### src/rtl/kmeans_job_sequencer_pkg.sv
// Shared types and sizing for the k-means job sequencer slice.
// Holds the job descriptor carried through the job FIFO and the
// sequencer state encoding, plus the widths every other file agrees on.
package kmeans_job_sequencer_pkg;

   localparam int addrWidth       = 9;
   localparam int manhatten_width = 16;
   localparam int job_depth       = 4;
   localparam int log2_job_depth  = 2;
   localparam int timeout_width   = 20;

   // One queued job: an inclusive RAM window plus its convergence threshold.
   typedef struct packed {
      logic [addrWidth-1:0]       first;
      logic [addrWidth-1:0]       last;
      logic [manhatten_width-1:0] thresh;
   } job_t;

   typedef enum logic [2:0] {
      IDLE,
      LOAD,
      GO,
      WAIT,
      DONE,
      ERR
   } seq_state_e;

endpackage

### src/rtl/kmeans_job_sequencer_if.sv
// Job submission bus between the host register file and the sequencer.
// master (host side): drives job_push/job_first/job_last/job_thresh,
//                     observes job_full/job_count/job_reject.
// slave  (sequencer): the reverse.
interface kmeans_job_sequencer_if;
   import kmeans_job_sequencer_pkg::*;

   logic                       job_push;
   logic [addrWidth-1:0]       job_first;
   logic [addrWidth-1:0]       job_last;
   logic [manhatten_width-1:0] job_thresh;
   logic                       job_full;
   logic [log2_job_depth:0]    job_count;
   logic                       job_reject;

   modport master (
      output job_push, job_first, job_last, job_thresh,
      input  job_full, job_count, job_reject
   );

   modport slave (
      input  job_push, job_first, job_last, job_thresh,
      output job_full, job_count, job_reject
   );

endinterface

### src/rtl/kmeans_job_sequencer_fifo.sv
// kmeans_job_fifo: small synchronous FIFO of job_t descriptors.
// Ports: clk, rst (sync, active-high); push/pop (caller-qualified, never
// push when full nor pop when empty); flush empties the queue; pushData in,
// headData is the current head (combinational read); full and count out.
module kmeans_job_fifo
   import kmeans_job_sequencer_pkg::*;
#(
   parameter int depth     = job_depth,
   parameter int log2Depth = log2_job_depth
)
(
   input  logic               clk,
   input  logic               rst,
   input  logic               push,
   input  logic               pop,
   input  logic               flush,
   input  job_t               pushData,
   output job_t               headData,
   output logic               full,
   output logic [log2Depth:0] count
);

   job_t                 mem_q [depth];
   logic [log2Depth-1:0] wrPtr_q;
   logic [log2Depth-1:0] rdPtr_q;
   logic [log2Depth:0]   count_q;

   // Pointer and occupancy bookkeeping. A flush that coincides with a push
   // keeps the new entry, so the freshly pushed job lands in slot 0.
   always_ff @(posedge clk) begin
      if (rst) begin
         wrPtr_q <= '0;
         rdPtr_q <= '0;
         count_q <= '0;
      end else if (flush) begin
         rdPtr_q <= '0;
         wrPtr_q <= push ? log2Depth'(1) : '0;
         count_q <= push ? (log2Depth + 1)'(1) : '0;
      end else begin
         if (push) wrPtr_q <= wrPtr_q + log2Depth'(1);
         if (pop)  rdPtr_q <= rdPtr_q + log2Depth'(1);
         case ({push, pop})
            2'b10:   count_q <= count_q + (log2Depth + 1)'(1);
            2'b01:   count_q <= count_q - (log2Depth + 1)'(1);
            default: count_q <= count_q;
         endcase
      end
   end

   // Storage array; no reset needed since count_q gates every read.
   always_ff @(posedge clk) begin
      if (push) mem_q[flush ? '0 : wrPtr_q] <= pushData;
   end

   assign headData = mem_q[rdPtr_q];
   assign full     = (count_q == (log2Depth + 1)'(depth));
   assign count    = count_q;

endmodule

### src/rtl/kmeans_job_sequencer.sv
// kmeans_job_sequencer: queues k-means jobs and launches the core one job
// at a time, waiting for its completion interrupt under an optional timeout.
// Ports: clk, rst (sync, active-high); jobIf (slave job bus: push, window,
// threshold, full/count/reject status); seq_enable, abort, err_clr,
// timeout_cycles controls; go_core plus held window/threshold to the core;
// core_done from the core; busy, job_done, job_error, jobs_completed status.
module kmeans_job_sequencer
   import kmeans_job_sequencer_pkg::*;
(
   input  logic                       clk,
   input  logic                       rst,
   kmeans_job_sequencer_if.slave      jobIf,
   input  logic                       seq_enable,
   input  logic                       abort,
   input  logic                       err_clr,
   input  logic [timeout_width-1:0]   timeout_cycles,
   output logic                       go_core,
   output logic [addrWidth-1:0]       first_ram_address,
   output logic [addrWidth-1:0]       last_ram_address,
   output logic [manhatten_width-1:0] threshold_value,
   input  logic                       core_done,
   output logic                       busy,
   output logic                       job_done,
   output logic                       job_error,
   output logic [7:0]                 jobs_completed
);

   seq_state_e               state_q;
   logic [timeout_width-1:0] timer_q;
   logic                     rejectPulse_q;

   job_t                     pushJob;
   job_t                     headJob;
   logic                     fifoFull;
   logic [log2_job_depth:0]  fifoCount;
   logic                     pushReq;
   logic                     pushAccept;
   logic                     startJob;
   logic                     fifoFlush;
   logic                     timeoutHit;

   // Abort swallows a same-cycle push silently, so it never reaches the
   // accept/reject decision. Fullness is judged before any same-cycle pop.
   assign pushReq    = jobIf.job_push && !abort;
   assign pushAccept = pushReq && !fifoFull && (jobIf.job_first <= jobIf.job_last);
   assign startJob   = (state_q == IDLE) && seq_enable && (fifoCount != '0) &&
                       !job_error && !abort;
   assign fifoFlush  = abort || (state_q == ERR);
   assign timeoutHit = (timeout_cycles != '0) &&
                       (timer_q == timeout_cycles - timeout_width'(1));

   assign pushJob.first  = jobIf.job_first;
   assign pushJob.last   = jobIf.job_last;
   assign pushJob.thresh = jobIf.job_thresh;

   kmeans_job_fifo #(
      .depth     (job_depth),
      .log2Depth (log2_job_depth)
   ) jobFifo (
      .clk      (clk),
      .rst      (rst),
      .push     (pushAccept),
      .pop      (startJob),
      .flush    (fifoFlush),
      .pushData (pushJob),
      .headData (headJob),
      .full     (fifoFull),
      .count    (fifoCount)
   );

   // Sequencer FSM with all status outputs registered. Abort overrides the
   // state walk but leaves the held window/threshold and completion count
   // alone. In WAIT a core_done is checked before the timeout so a finish
   // on the last allowed cycle still counts as success; the ERR write of
   // job_error comes after err_clr so a coincident set wins.
   always_ff @(posedge clk) begin
      if (rst) begin
         state_q           <= IDLE;
         timer_q           <= '0;
         rejectPulse_q     <= 1'b0;
         go_core           <= 1'b0;
         first_ram_address <= '0;
         last_ram_address  <= '0;
         threshold_value   <= '0;
         job_done          <= 1'b0;
         job_error         <= 1'b0;
         jobs_completed    <= '0;
      end else begin
         go_core       <= 1'b0;
         job_done      <= 1'b0;
         rejectPulse_q <= pushReq && !pushAccept;
         if (err_clr) job_error <= 1'b0;
         if (abort) begin
            state_q <= IDLE;
         end else begin
            case (state_q)
               IDLE: begin
                  if (startJob) begin
                     state_q           <= LOAD;
                     first_ram_address <= headJob.first;
                     last_ram_address  <= headJob.last;
                     threshold_value   <= headJob.thresh;
                  end
               end
               LOAD: begin
                  state_q <= GO;
                  go_core <= 1'b1;
                  timer_q <= '0;
               end
               GO: begin
                  state_q <= WAIT;
               end
               WAIT: begin
                  timer_q <= timer_q + timeout_width'(1);
                  if (core_done) begin
                     state_q        <= DONE;
                     job_done       <= 1'b1;
                     jobs_completed <= jobs_completed + 8'd1;
                  end else if (timeoutHit) begin
                     state_q <= ERR;
                  end
               end
               DONE: begin
                  state_q <= IDLE;
               end
               ERR: begin
                  job_error <= 1'b1;
                  state_q   <= IDLE;
               end
               default: begin
                  state_q <= IDLE;
               end
            endcase
         end
      end
   end

   assign busy             = (state_q != IDLE);
   assign jobIf.job_full   = fifoFull;
   assign jobIf.job_count  = fifoCount;
   assign jobIf.job_reject = rejectPulse_q;

endmodule

### src/flat_wrapper.sv
// flat-port wrapper written by rule: the top's interface ports become plain ports
module kmeans_job_sequencer_flat import kmeans_job_sequencer_pkg::*;
  (clk, rst, seq_enable, abort, err_clr, timeout_cycles, go_core, first_ram_address, last_ram_address, threshold_value, core_done, busy, job_done, job_error, jobs_completed, jobIf_job_push, jobIf_job_first, jobIf_job_last, jobIf_job_thresh, jobIf_job_full, jobIf_job_count, jobIf_job_reject);
  kmeans_job_sequencer_if jobIf_i ();
  input  logic clk;
  input  logic rst;
  input  logic seq_enable;
  input  logic abort;
  input  logic err_clr;
  input  logic [timeout_width-1:0] timeout_cycles;
  output logic go_core;
  output logic [addrWidth-1:0] first_ram_address;
  output logic [addrWidth-1:0] last_ram_address;
  output logic [manhatten_width-1:0] threshold_value;
  input  logic core_done;
  output logic busy;
  output logic job_done;
  output logic job_error;
  output logic [7:0] jobs_completed;
  input wire logic [$bits(jobIf_i.job_push)-1:0] jobIf_job_push;
  input wire logic [$bits(jobIf_i.job_first)-1:0] jobIf_job_first;
  input wire logic [$bits(jobIf_i.job_last)-1:0] jobIf_job_last;
  input wire logic [$bits(jobIf_i.job_thresh)-1:0] jobIf_job_thresh;
  output wire logic [$bits(jobIf_i.job_full)-1:0] jobIf_job_full;
  output wire logic [$bits(jobIf_i.job_count)-1:0] jobIf_job_count;
  output wire logic [$bits(jobIf_i.job_reject)-1:0] jobIf_job_reject;
  assign jobIf_i.job_push = jobIf_job_push;
  assign jobIf_i.job_first = jobIf_job_first;
  assign jobIf_i.job_last = jobIf_job_last;
  assign jobIf_i.job_thresh = jobIf_job_thresh;
  assign jobIf_job_full = jobIf_i.job_full;
  assign jobIf_job_count = jobIf_i.job_count;
  assign jobIf_job_reject = jobIf_i.job_reject;
  kmeans_job_sequencer u_core (.clk(clk), .rst(rst), .jobIf(jobIf_i), .seq_enable(seq_enable), .abort(abort), .err_clr(err_clr), .timeout_cycles(timeout_cycles), .go_core(go_core), .first_ram_address(first_ram_address), .last_ram_address(last_ram_address), .threshold_value(threshold_value), .core_done(core_done), .busy(busy), .job_done(job_done), .job_error(job_error), .jobs_completed(jobs_completed));
endmodule
### config.mk
export PLATFORM = sky130hd
export DESIGN_NAME = kmeans_job_sequencer_flat
export DESIGN_NICKNAME = d
export VERILOG_FILES = /design/src/rtl/kmeans_job_sequencer_pkg.sv /design/src/rtl/kmeans_job_sequencer_if.sv /design/src/rtl/kmeans_job_sequencer_fifo.sv /design/src/rtl/kmeans_job_sequencer.sv /design/src/flat_wrapper.sv
export SDC_FILE = /design/constraint.sdc
export NUM_CORES = 1
export LEC_CHECK = 0
export ABC_AREA = 1
export CAP_MARGIN = 20
export CORE_ASPECT_RATIO = 0.5
export CORE_MARGIN = 2
export CORE_UTILIZATION = 55
export DETAILED_ROUTE_END_ITERATION = 8
export PLACE_DENSITY = 0.79
export SYNTH_ARGS = -nofsm -noshare
export SYNTH_HDL_FRONTEND = slang
export SYNTH_SLANG_ARGS = --single-unit
### constraint.sdc
create_clock -name clk -period 6.91 [get_ports clk]
set_input_delay 1.7275 -clock clk [delete_from_list [all_inputs] [get_ports clk]]
set_output_delay 1.7275 -clock clk [all_outputs]
set_load 0.02 [all_outputs]
; ---- After elaboration in Yosys (flattened, before gate mapping)
; Memory sizes are Yosys's and may differ from the RTL's. A register that Yosys moved wholly into a read port is not among the register bits.
; Cells that the tools add are included.
[word_totals]
reg_bits = 42
mem_bits_rw = 136
inputBits = 61
output_inout_bits = 51
wordCells = 78
mem_count = 1
[classes]
addsub = 7
order_cmp = 1
eq_ne = 10
muxes = 19
bitwise = 2
n_reduce_logical = 28
[mem_list]
columns = name, words, word_bits, read_ports, rd_ports_with_merged_regs, wr, line_no
row1 = u_core.jobFifo.mem_q, 4, 34, 1, 1, 1, kmeans_job_sequencer_fifo.sv:23  ; job_t mem_q [depth];
[ops]
columns = cell, n
row1 = 20-bit case mux with 2 select lines, 1
row2 = 20-bit by 1-bit adder with 20-bit output (second input constant), 1
row3 = 20-bit == test, 1
row4 = 20-bit nonzero test, 1
row5 = 20-bit by 1-bit subtractor with 20-bit output (second input constant), 1
row6 = 3-bit two-way mux, 4
row7 = 3-bit case mux with 4 select lines, 1
row8 = 9-bit less-or-equal comparator, 1
row9 = 1-bit logical AND, 9
row10 = 1-bit two-way mux, 9
row11 = 3-bit nonzero test, 3
row12 = 8-bit by 1-bit adder with 8-bit output (second input constant), 1
row13 = 3-bit by 2-bit == test with 1-bit output (second input constant), 2
row14 = 3-bit == test (second input constant), 2
row15 = 2-bit two-way mux, 3
row16 = 3-bit case mux with 2 select lines, 1
row17 = 3-bit AND reduction, 2
row18 = 2-bit by 1-bit adder with 2-bit output (second input constant), 2
row19 = 1-bit zero test, 4
row20 = 2-bit AND reduction, 2
row21 = 2-bit nonzero test, 2
row22 = 2-bit OR reduction, 2
row23 = 3-bit by 1-bit adder with 3-bit output (second input constant), 1
row24 = 3-bit by 1-bit == test with 1-bit output (second input constant), 1
row25 = 9 further kinds, 10

; ---- Logic depth before layout (Yosys ltp)
; Gate-level depths: netlist of run 1.
[logic_depth]
depth_word = 8
depth_mapped = 17
mapped_depth_nobuf = 17

; ---- Cells and area by module
; Synthesis of run 1 repeated with hierarchy kept, for this count alone.
[hier_totals]
hier_cells = 976
area_unflattened_um2 = 9320.2
[modules_own_cells]
columns = module, instances, cells_per_inst, area_each_um2, seq_area_each_um2
row1 = kmeans_job_fifo, 1, 390, 5474.0, 4264.1
row2 = kmeans_job_sequencer, 1, 586, 3846.2, 1381.3

; ---- Worst setup path after synthesis of run 1
; Ideal clock, no wire load.
[synth_path]
kind = input -> register
start = in jobIf_job_last[2]
end = mem u_core.jobFifo.mem_q[2][0] (netlist name) (enable)
setup_time_ns = 0.468
arrival_ns = 5.019
t_required_ns = 6.442
slack_ns = 1.423
stages = 9
n_path_buf = 0
cell_sequence = inv_1 -> ha_1 -> a21oi_1 -> o21ai_0 -> a21oi_1 -> o21ai_0 -> o41ai_1 -> nand2_1 -> nor3_1
[synth_between]
elab_chain_cells = 4
[synth_lines]
columns = element, line_no
row1 = start: declaration, flat_wrapper.sv:22  ; input wire logic [$bits(jobIf_i.job_last)-1:0] jobIf_job_last;
row2 = 9-bit less-or-equal comparator, kmeans_job_sequencer.sv:45  ; assign pushAccept = pushReq && !fifoFull && (jobIf.job_first <= jobIf.job_last);
row3 = 1-bit logical AND, kmeans_job_sequencer.sv:45
row4 = 1-bit two-way mux (2 in a row), kmeans_job_sequencer_fifo.sv:52  ; if (push) mem_q[flush ? '0 : wrPtr_q] <= pushData;
row5 = end: declaration, kmeans_job_sequencer_fifo.sv:23
; Every way passes these cells.

; ---- Final worst setup path of run 1
[layout_path]
start = in jobIf_job_last[6]
end = mem u_core.jobFifo.mem_q[1][18] (netlist name) (enable)
; The elaborated chain is that of the path after synthesis.

==> flow_summary_export.csv, run 1 <==
group,metric,value,unit
status,status,"completed",
yosys,synth-seq-cells,212,
yosys,seq_area_frac_synth,62.15,%
timing,fin_crit_sh,72.91,%
global_route,grt_pass1_vias,6773,
global_route,antenna_found_initial,0,
cells_and_area,syn2layout_area_growth,22.31,%
yosys,synthesis.nets,1009,
setup_path,crit_fanout,34,
pwr,power_density,235.1,mW/mm^2
timing,setup_viol_count_final,0,
clock_tree,cts_resized,0,
min_path,holdPathStages,1,
global_route,grt-busiest-layer,"met2",
timing,worst_slew_pin_slew,1.106,ns
setup_path,worst_setup_path_start_kind,"primary input",
cells_and_area,multi_input_area,0.003047,sq mm
setup_path,slowest_delay,0.86,ns
floorplan,die_x,185.1,um
global_route,met1_usage,30.72,%
setup_path,slowest_stage,"nor2_4",
setup_path,r2r_end,"u_core.jobFifo.count[1]",
placed_design,dp_hpwl,13010,um
min_path,hold_class,"reg2reg",
timing,skew,0.01422,ns
yosys,yosysUniqueCellTypes,37,
global_route,track_usage,23.71,%
setup_path,cp-end-kind,"flip-flop",
global_route,grtUsageMet3,4.165,%
routing,drt_iter0_drc,532,
cells_and_area,final_nets,1116,
global_route,overflow,0,
yosys,synth.cell_area,0.009019,sq mm
floorplan,die_area,0.01750,sq mm
clock_tree,htree_levels,1,
routing,drc_errors,0,
floorplan,coreArea,0.01623,sq mm
cells_and_area,final_util,67.98,%
routing,firstDrtPassIters,5,
clock_tree,numCtsBuffers,19,
clock_tree,holdBufCountCts,0,
setup_path,rr_startpoint,"u_core.state_q[0]",
job,maxCapViolCount,0,
clock_tree,cts_setup_buffers,0,
global_route,grt_first_pass_wirelength,32740,um
cells_and_area,layout-drive-gt1-share,5.408,%
routing,vias,7067,
yosys,syn_inst,934,
yosys,synth_warnings,0,
pwr,vdd_ir_drop_max,0.1489,mV
timing,grt_setup_unrepaired,"no",
global_route,grt_max_degree,72,
floorplan,initial_utilization,55.58,%
routing,routed_via_density,5.517,
routing,wl_per_cell,16.29,um
placed_design,port_buffers,111,
clock_tree,worstSkewPairLatency,0.49,ns
floorplan,io_pins,112,
clock_tree,cts.sinks,212,
floorplan,rows,33,
clock_tree,clkSlewWorstSetupHoldPaths,0.06,ns
floorplan,dieHeight,94.55,um
clock_tree,cts_tree,"done",
cells_and_area,antennaDiodeCount,0,
setup_path,path_class,"in2reg",
setup_path,worstPathCellList,"clkdlybuf4s50_1 > inv_1 > ha_1 > nand2_1 > o41ai_1 > nand2_1 > inv_1 > nand3_1 > nor2_4",
cells_and_area,register_area,0.005607,sq mm
placed_design,gp_congestion,0.8682,
setup_path,reg2reg_depth,7,
timing,slew_viol_final,0,
yosys,avgSynthCellArea,9.656,sq um
timing,fin_crit,5.038,ns
timing,hold_viol,0,
min_path,min-delay-start,"u_core.jobs_completed[7]",
clock_tree,root_buffer,"clkbuf_16",
routing,wl,20870,um
pwr,leakagePower,4.107,nW
min_path,hold_end,"u_core.jobs_completed[7]",
routing,ant_nets,0,
setup_path,regToRegSetupSlack,3.97,ns
setup_path,arrival,5.15,ns
cells_and_area,fill_cells,1217,
setup_path,crit_required,7.02,ns
clock_tree,cts.path.max_buffers,3,
timing,fin_setup_tns,0,ns
timing,max_freq,198.5,MHz
timing,holdWs,0.4552,ns
global_route,use_met2,41.04,%
timing,maxSlewHeadroom,26.25,%
[layer usage]
metal	wire, um	vias up
met1	9129	3356
met3	1407	38
met2	9913	251
met4	419	0
met5	0	-
li1	-	3422
[synthesized netlist by cell type, drive strengths merged]
cell,number,area share (%)
a211oi,2,0.17
a21oi,32,1.8
a22oi,1,0.083
a31oi,1,0.069
buf,1,0.055
clkbuf,33,1.4
clkinv,2,0.097
dfxtp,76,17
edfxtp,136,45
fa,1,0.22
ha,13,1.8
inv,69,2.9
mux2i,1,0.11
nand2,110,4.7
nand3,31,1.9
nand3b,2,0.17
nand4,5,0.35
nor2,208,8.9
nor3,18,1.1
nor3b,1,0.083
nor4,1,0.069
o2111a,1,0.12
o21ai,129,7.2
o21bai,2,0.17
o22ai,35,2.4
o41ai,1,0.097
or2,3,0.21
xnor2,7,0.68
xor2,12,1.2
[cells in the final DEF (no fill, tap or decap), types with 2 or more instances in the layout]
cell | netlist | final
a211oi_1 | 2 | 2
a21oi_1 | 32 | 32
buf_12 | 0 | 2
buf_4 | 0 | 5
bufinv_16 | 0 | 2
clkbuf_1 | 33 | 5
clkbuf_16 | 0 | 19
clkdlybuf4s50_1 | 0 | 111
clkinv_1 | 1 | 3
clkinv_2 | 1 | 5
dfxtp_1 | 76 | 75
edfxtp_1 | 136 | 136
ha_1 | 13 | 13
inv_1 | 67 | 67
inv_2 | 2 | 3
nand2_1 | 106 | 106
nand2_2 | 4 | 4
nand3_1 | 30 | 29
nand3b_1 | 2 | 2
nand4_1 | 5 | 5
nor2_1 | 205 | 203
nor2_4 | 2 | 4
nor3_1 | 17 | 15
nor3_2 | 0 | 2
o21ai_0 | 127 | 127
o21ai_1 | 2 | 2
o21bai_1 | 2 | 2
o22ai_1 | 35 | 35
or2_2 | 3 | 3
xnor2_1 | 7 | 7
xor2_1 | 12 | 12
[cell families after synthesis]
family / after synthesis / synth area share (%)
AOI/OAI and AO/OA: 204 / 12.07
xor gates and xnor gates: 19 / 1.845
adders and majority gates: 14 / 2.026
buffers and inverters: 105 / 4.398
DFF: 212 / 62.15
muxes: 1 / 0.1110
and+or+nand+nor: 379 / 17.40
[report_power, final]
group          total, W  switching (W)  internal, W
registers       0.00138     0.00000881      0.00137
logic          0.000183       0.000103    0.0000801
clock network   0.00103       0.000450     0.000584
[state kept, by name, summed over array words and instances (netlist names), 2 cells and up]
name,flops
u_core.jobFifo.mem_q,136
u_core.timer_q,20
u_core.threshold_value,16
u_core.jobFifo.count,3
u_core.last_ram_address,9
u_core.jobFifo.rdPtr_q,2
u_core.first_ram_address,9
u_core.jobFifo.wrPtr_q,2
u_core.jobs_completed,8
u_core.state_q,3
[area by class of cell]
class / count / area share [%]
inverters: 71 / 2.427
clock buffers: 24 / 4.480
multi-input cells: 617 / 27.62
flip-flops and latches: 212 / 50.83
repair buffers: 120 / 11.16
well taps: 227 / 2.575
clock inverters: 10 / 0.9074
[worst max-delay path by stage]
stage | depth (start not counted) | slack [ns] | endpoint | start
after floorplan | 9 | 1.42 | u_core.jobFifo.mem_q[2][0] | jobIf_job_last[2]
after global placement | 9 | 1.59 | u_core.jobFifo.mem_q[0][29] | jobIf_job_last[6]
after detailed placement | 9 | 1.41 | u_core.jobFifo.mem_q[0][29] | jobIf_job_last[6]
after CTS | 9 | 1.91 | u_core.jobFifo.mem_q[0][1] | jobIf_job_last[6]
after global routing | 9 | 1.67 | u_core.jobFifo.mem_q[1][1] | jobIf_job_last[4]
final | 9 | 1.87 | u_core.jobFifo.mem_q[1][18] | jobIf_job_last[6]
[worst max-delay path: cells and delay by family]
kind,cells,cell delay (ns)
AO/OA/AOI/OAI,1,0.79
adder cells (fa/ha/maj),1,0.30
buffers and inverters,3,0.85
AND/OR/NAND/NOR,4,1.45
[per-stage QoR]
| step | power (W) | cell area [sq um] | instances | worst slack, ns |
|---|---|---|---|---|
| after CTS | 0.002608 | 10970 | 1278 | 1.911 |
| after detailed placement | 0.001582 | 10370 | 1244 | 1.410 |
| after floorplan | 0.001490 | 9019 | 934 | 1.423 |
| after global placement | 0.001576 | 10370 | 1244 | 1.590 |
| final | 0.002593 | 11030 | 1281 | 1.872 |
| after global routing | 0.002675 | 11030 | 1281 | 1.665 |
Power figures use the tool's default switching activity.
==> inputs of run 2 (changes only) <==
--- a/config.mk
+++ b/config.mk
@@ -9,9 +9,9 @@
 export CAP_MARGIN = 20
 export CORE_ASPECT_RATIO = 0.5
 export CORE_MARGIN = 2
-export CORE_UTILIZATION = 55
+export CORE_UTILIZATION = 50
 export DETAILED_ROUTE_END_ITERATION = 8
-export PLACE_DENSITY = 0.79
+export PLACE_DENSITY = 0.76
 export SYNTH_ARGS = -nofsm -noshare
 export SYNTH_HDL_FRONTEND = slang
 export SYNTH_SLANG_ARGS = --single-unit
==> constraint.sdc (replaced) <==
create_clock -name clk -period 4.5 [get_ports clk]
set_input_delay 1.125 -clock clk [delete_from_list [all_inputs] [get_ports clk]]
set_output_delay 1.125 -clock clk [all_outputs]
set_load 0.02 [all_outputs]
==> flow_summary_export.csv, run 2 (synthesized netlist as in run 1, its figures left out) <==
group,metric,value,unit
status,status,"completed",
clock_tree,clkSlewWorstSetupHoldPaths,0.06,ns
global_route,grtUsageMet3,3.662,%
clock_tree,cts.sinks,212,
clock_tree,numCtsBuffers,20,
setup_path,crit_required,4.69,ns
timing,fin_crit_sh,80.76,%
floorplan,rows,34,
setup_path,r2r_end,"u_core.threshold_value[8]",
cells_and_area,reg.largest.list,"u_core.jobFifo.mem_q: 136 flops, u_core.timer_q: 20 flops, u_core.threshold_value: 16 flops",
cells_and_area,regMostFlops,"u_core.jobFifo.mem_q",
routing,drt_iter0_drc,766,
setup_path,reg2reg_depth,6,
timing,hold_viol,0,
cells_and_area,layout-drive-gt1-share,6.303,%
timing,grt_setup_unrepaired,"no",
setup_path,rr_startpoint,"u_core.jobFifo.rdPtr_q[1]",
global_route,met1_usage,29.60,%
floorplan,die_x,193.9,um
clock_tree,cts_setup_buffers,0,
routing,drc_errors,0,
global_route,track_usage,21.83,%
timing,worst_slew_pin_slew,1.079,ns
global_route,grt-busiest-layer,"met2",
timing,max_freq,275.2,MHz
routing,routed_via_density,5.338,
placed_design,gp_congestion,0.8958,
job,maxCapViolCount,0,
floorplan,initial_utilization,51.46,%
pwr,vdd_ir_drop_max,0.3639,mV
setup_path,path_class,"in2reg",
global_route,antenna_found_initial,0,
floorplan,coreArea,0.01753,sq mm
floorplan,io_pins,112,
placed_design,dp_hpwl,13500,um
setup_path,crit_fanout,30,
setup_path,regToRegSetupSlack,2.36,ns
min_path,hold_class,"reg2reg",
cells_and_area,largest_reg_flops,136,
timing,skew,0.02285,ns
setup_path,worst_setup_path_start_kind,"primary input",
timing,slew_viol_final,0,
routing,ant_nets,0,
cells_and_area,final_common_cell,"nor2_1",
clock_tree,cts_tree,"done",
timing,setup_viol_count_final,0,
setup_path,crit_path_start,"jobIf_job_last[4]",
pwr,leakagePower,4.167,nW
clock_tree,worstSkewPairLatency,0.51,ns
clock_tree,htree_levels,1,
floorplan,die_area,0.01919,sq mm
timing,holdWs,0.4676,ns
placed_design,port_buffers,111,
clock_tree,root_buffer,"clkbuf_16",
clock_tree,cts_resized,0,
cells_and_area,final_nets,1124,
timing,fin_crit,3.634,ns
routing,wl,20970,um
global_route,use_met2,37.75,%
pwr,total_power,0.004065,W
cells_and_area,antennaDiodeCount,0,
floorplan,dieHeight,98.97,um
routing,firstDrtPassIters,5,
global_route,overflow,0,
cells_and_area,most-common-layout-cells,"nor2_1 (203), edfxtp_1 (136), o21ai_0 (127), clkdlybuf4s50_1 (111), nand2_1 (106)",
pwr,power_density,364.6,mW/mm^2
global_route,grt_first_pass_wirelength,33890,um
setup_path,cp-end-kind,"flip-flop",
setup_path,cp-endpoint,"u_core.jobFifo.mem_q[1][5]",
global_route,grt_max_degree,72,
routing,wl_per_cell,16.17,um
clock_tree,holdBufCountCts,0,
routing,vias,6924,
clock_tree,cts.path.max_buffers,3,
setup_path,arrival,3.82,ns
global_route,grt_pass1_vias,6719,
timing,maxSlewHeadroom,28.00,%
cells_and_area,syn2layout_area_growth,23.63,%
[run 2: changes by cell type in the layout (fill, tap and decap cells not counted), sizes merged]
| cell | delta |
|---|---|
| inv | -1 |
| buf | +7 |
| clkinv | +3 |
[run 2: worst min-delay path by stage]
stage	from	endpoint	slack, ns	cells past startpoint
finish	u_core.jobs_completed[7]	u_core.jobs_completed[7]	0.47	1
detailed placement	u_core.jobs_completed[7]	u_core.jobs_completed[7]	0.46	1
global placement	u_core.jobs_completed[7]	u_core.jobs_completed[7]	0.45	1
CTS	u_core.jobs_completed[7]	u_core.jobs_completed[7]	0.48	1
floorplan	u_core.timer_q[19]	u_core.timer_q[19]	0.44	1
global route	u_core.jobFifo.wrPtr_q[1]	u_core.jobFifo.wrPtr_q[1]	0.49	2
[run 2: area by class of cell]
cell class,count,area (sq um)
Multi-Input combinational cell,617,3047
Clock inverter,12,116.4
Tap cell,234,292.8
Sequential cell,212,5607
Clock buffer,24,525.5
Timing Repair Buffer,127,1294
Inverter,71,267.8
Fill cell,1436,6377
[run 2: metal layers]
metal  share of wire [%]  vias to the layer above  wire length [um]
li1                    -                     3435                 -
met2                  47                      200              9900
met3                 5.6                       23              1181
met5                   0                        -                 0
met1                  46                     3266              9618
met4                 1.3                        0               267
[run 2: worst max-delay path, stage by stage]
cell and delay (ns):
clkdlybuf4s50_1 0.56, inv_1 0.07, ha_1 0.32, nand2_1 0.13
o21ai_0 0.16, a21oi_1 0.14, o21ai_0 0.10, o41ai_1 0.08
buf_4 0.19, nand2_1 0.07, buf_4 0.16, inv_1 0.11
nand3_1 0.14, nor2_4 0.21, buf_12 0.25
[run 2: report_power, final]
part / leakage, nW / switching (W) / internal (W)
combinational: 2.00 / 0.000158 / 0.000126
clock: 0.318 / 0.000716 / 0.000951
sequential: 1.84 / 0.0000128 / 0.00210
[run 2: metrics by stage]
| step | cells | area (sq um) | worst slack (ns) | util, % | setup TNS [ns] |
|---|---|---|---|---|---|
| 6_report | 1297 | 11150 | 0.8658 | 63.61 | 0 |
| 5_1_grt | 1297 | 11150 | 0.7024 | 63.61 | 0 |
| 4_1_cts | 1296 | 11130 | 0.9084 | 63.50 | 0 |
| 3_5_place_dp | 1260 | 10490 | 0.3954 | 59.84 | 0 |
| 3_3_place_gp | 1260 | 10490 | 0.5195 | 59.84 | 0 |
| 2_1_floorplan | 934 | 9019 | -0.3844 | - | -26.14 |
==> inputs of run 3 (changes only) <==
==> constraint.sdc (replaced) <==
create_clock -name clk -period 3.3 [get_ports clk]
set_input_delay 0.825 -clock clk [delete_from_list [all_inputs] [get_ports clk]]
set_output_delay 0.825 -clock clk [all_outputs]
set_load 0.02 [all_outputs]
==> flow_summary_export.csv, run 3 (synthesized netlist as in run 1, its figures left out) <==
group,metric,value,unit
global_route,grt_max_degree,72,
pwr,clkPwrFrac,42.0,%
min_path,hold_class,"reg2reg",
setup_path,slowest_delay,0.55,ns
clock_tree,numCtsBuffers,20,
setup_path,path_class,"in2reg",
timing,max_freq,317.5,MHz
placed_design,dp_hpwl,13480,um
floorplan,rows,34,
pwr,total_power,0.005662,W
setup_path,worst_setup_path_start_kind,"primary input",
pwr,p_int,0.004428,W
timing,skew,0.01836,ns
floorplan,die_x,193.9,um
floorplan,initial_utilization,51.46,%
status,status,"completed",
timing,maxSlewHeadroom,55.45,%
clock_tree,holdBufCountCts,0,
routing,wl_met3,1183,um
cells_and_area,layout-drive-gt1-share,8.186,%
pwr,pwr-share-seq,50.9,%
timing,fin_crit_sh,95.44,%
timing,grt_setup_unrepaired,"no",
cells_and_area,final_nets,1136,
placed_design,post-place-ws,-0.5361,ns
pwr,leakagePower,4.323,nW
timing,worst_slew_pin_slew,0.6683,ns
setup_path,slowest_stage,"clkdlybuf4s50_1",
routing,drt_iter0_drc,445,
cells_and_area,reg.largest.list,"u_core.jobFifo.mem_q: 136 flops, u_core.timer_q: 20 flops, u_core.threshold_value: 16 flops",
routing,drc_errors,0,
floorplan,coreArea,0.01753,sq mm
routing,firstDrtPassIters,5,
floorplan,dieHeight,98.97,um
global_route,grt_pass1_vias,6875,
cells_and_area,most-common-layout-cells,"nor2_1 (203), edfxtp_1 (136), o21ai_0 (125), nand2_1 (105), clkdlybuf4s50_1 (105)",
pwr,vdd_ir_drop_max,0.3381,mV
floorplan,die_area,0.01919,sq mm
cells_and_area,antennaDiodeCount,0,
setup_path,crit_required,3.49,ns
floorplan,io_pins,112,
timing,fin_crit,3.149,ns
cells_and_area,fin_area,0.01136,sq mm
timing,holdWs,0.4647,ns
pwr,p_sw,0.001234,W
clock_tree,cts_setup_buffers,0,
routing,routed_via_density,5.348,
routing,wl,20870,um
placed_design,place_area,0.01058,sq mm
clock_tree,cts.sinks,212,
setup_path,cp-end-kind,"flip-flop",
cells_and_area,syn2layout_area_growth,25.96,%
cells_and_area,largest_reg_flops,136,
timing,setup_viol_count_final,0,
timing,fin_ws,0.1505,ns
placed_design,port_buffers,111,
routing,ant_nets,0,
clock_tree,cts.path.max_buffers,3,
global_route,track_usage,21.76,%
clock_tree,htree_levels,1,
job,maxCapViolCount,0,
timing,slew_viol_final,0,
routing,wl_per_cell,15.94,um
routing,met1_length,9245,um
cells_and_area,regMostFlops,"u_core.jobFifo.mem_q",
cells_and_area,final_common_cell,"nor2_1",
global_route,overflow,0,
routing,wl_met2,10070,um
clock_tree,root_buffer,"clkbuf_16",
pwr,p_comb_share,7.1,%
timing,hold_viol,0,
routing,vias,7000,
global_route,grt_first_pass_wirelength,33810,um
pwr,power_density,498.4,mW/mm^2
clock_tree,cts_tree,"done",
clock_tree,clkSlewWorstSetupHoldPaths,0.07,ns
setup_path,arrival,3.34,ns
clock_tree,worstSkewPairLatency,0.50,ns
pwr,switching_share,21.79,%
routing,routed.top_layer,"met4",
placed_design,gp_congestion,0.8532,
setup_path,worstPathCellList,"clkdlybuf4s50_1 > inv_1 > ha_1 > nand2_1 > o41ai_2 > nand2_1 > buf_4 > inv_1 > o21ai_0 > nor2_4 > buf_4",
global_route,antenna_found_initial,0,
setup_path,crit_fanout,11,
-- run 3: power groups by stage --
stage / Combinational [W] / Clock (W) / Sequential, W
2_1_floorplan: 0.000159 / 0 / 0.00296
5_1_grt: 0.000444 / 0.00253 / 0.00288
3_5_place_dp: 0.000394 / 0 / 0.00294
6_report: 0.000403 / 0.00238 / 0.00288
3_3_place_gp: 0.000385 / 0 / 0.00294
4_1_cts: 0.000400 / 0.00242 / 0.00288
-- run 3: final cells by class --
class                   instances  area, sq um
fillers                      1372         6167
clock buffers                  26        564.3
repair buffers                139         1419
multi-input cells             617         3083
clock inverters                10        126.4
flip-flops and latches        212         5607
well taps                     234        292.8
inverters                      71        267.8
-- run 3: through the flow --
stage / instances / TNS [ns] / utilization (%)
floorplan: 934 / -17.77 / -
global placement: 1271 / -41.16 / 60.38
detailed placement: 1271 / -49.45 / 60.38
CTS: 1307 / 0 / 64.36
global route: 1309 / 0 / 64.81
finish: 1309 / 0 / 64.81
-- run 3: what timing repair did --
item | 4_1_cts | 5_1_grt
endpoints found under the setup margin | 35 | 69
cloned | 0 | 0
resized for setup | 1 | 12
pin swaps | 0 | 1
-- run 3: worst max-delay path, delay by kind of cell --
family | cells | cell delay, ns
adders and majority gates | 1 | 0.28
buffers and inverters | 5 | 1.13
AOI/OAI and AO/OA | 2 | 0.70
and+or+nand+nor | 3 | 0.40
-- run 3: layer usage --
metal	vias to the layer above	global-route usage, %
met5	-	0
met4	0	6.469
met3	30	3.388
met2	191	38.19
met1	3326	28.29
li1	3453	-
-- run 3: worst paths after layout --
check                      startpoint                           to  slack (ns)  cells after the start
max                 jobIf_job_last[5]   u_core.jobFifo.mem_q[0][3]        0.15                     11
min          u_core.jobs_completed[7]     u_core.jobs_completed[7]        0.46                      1
max reg2reg         u_core.state_q[0]  u_core.jobFifo.mem_q[3][22]        1.15                      8
min reg2reg  u_core.jobs_completed[7]     u_core.jobs_completed[7]        0.46                      1
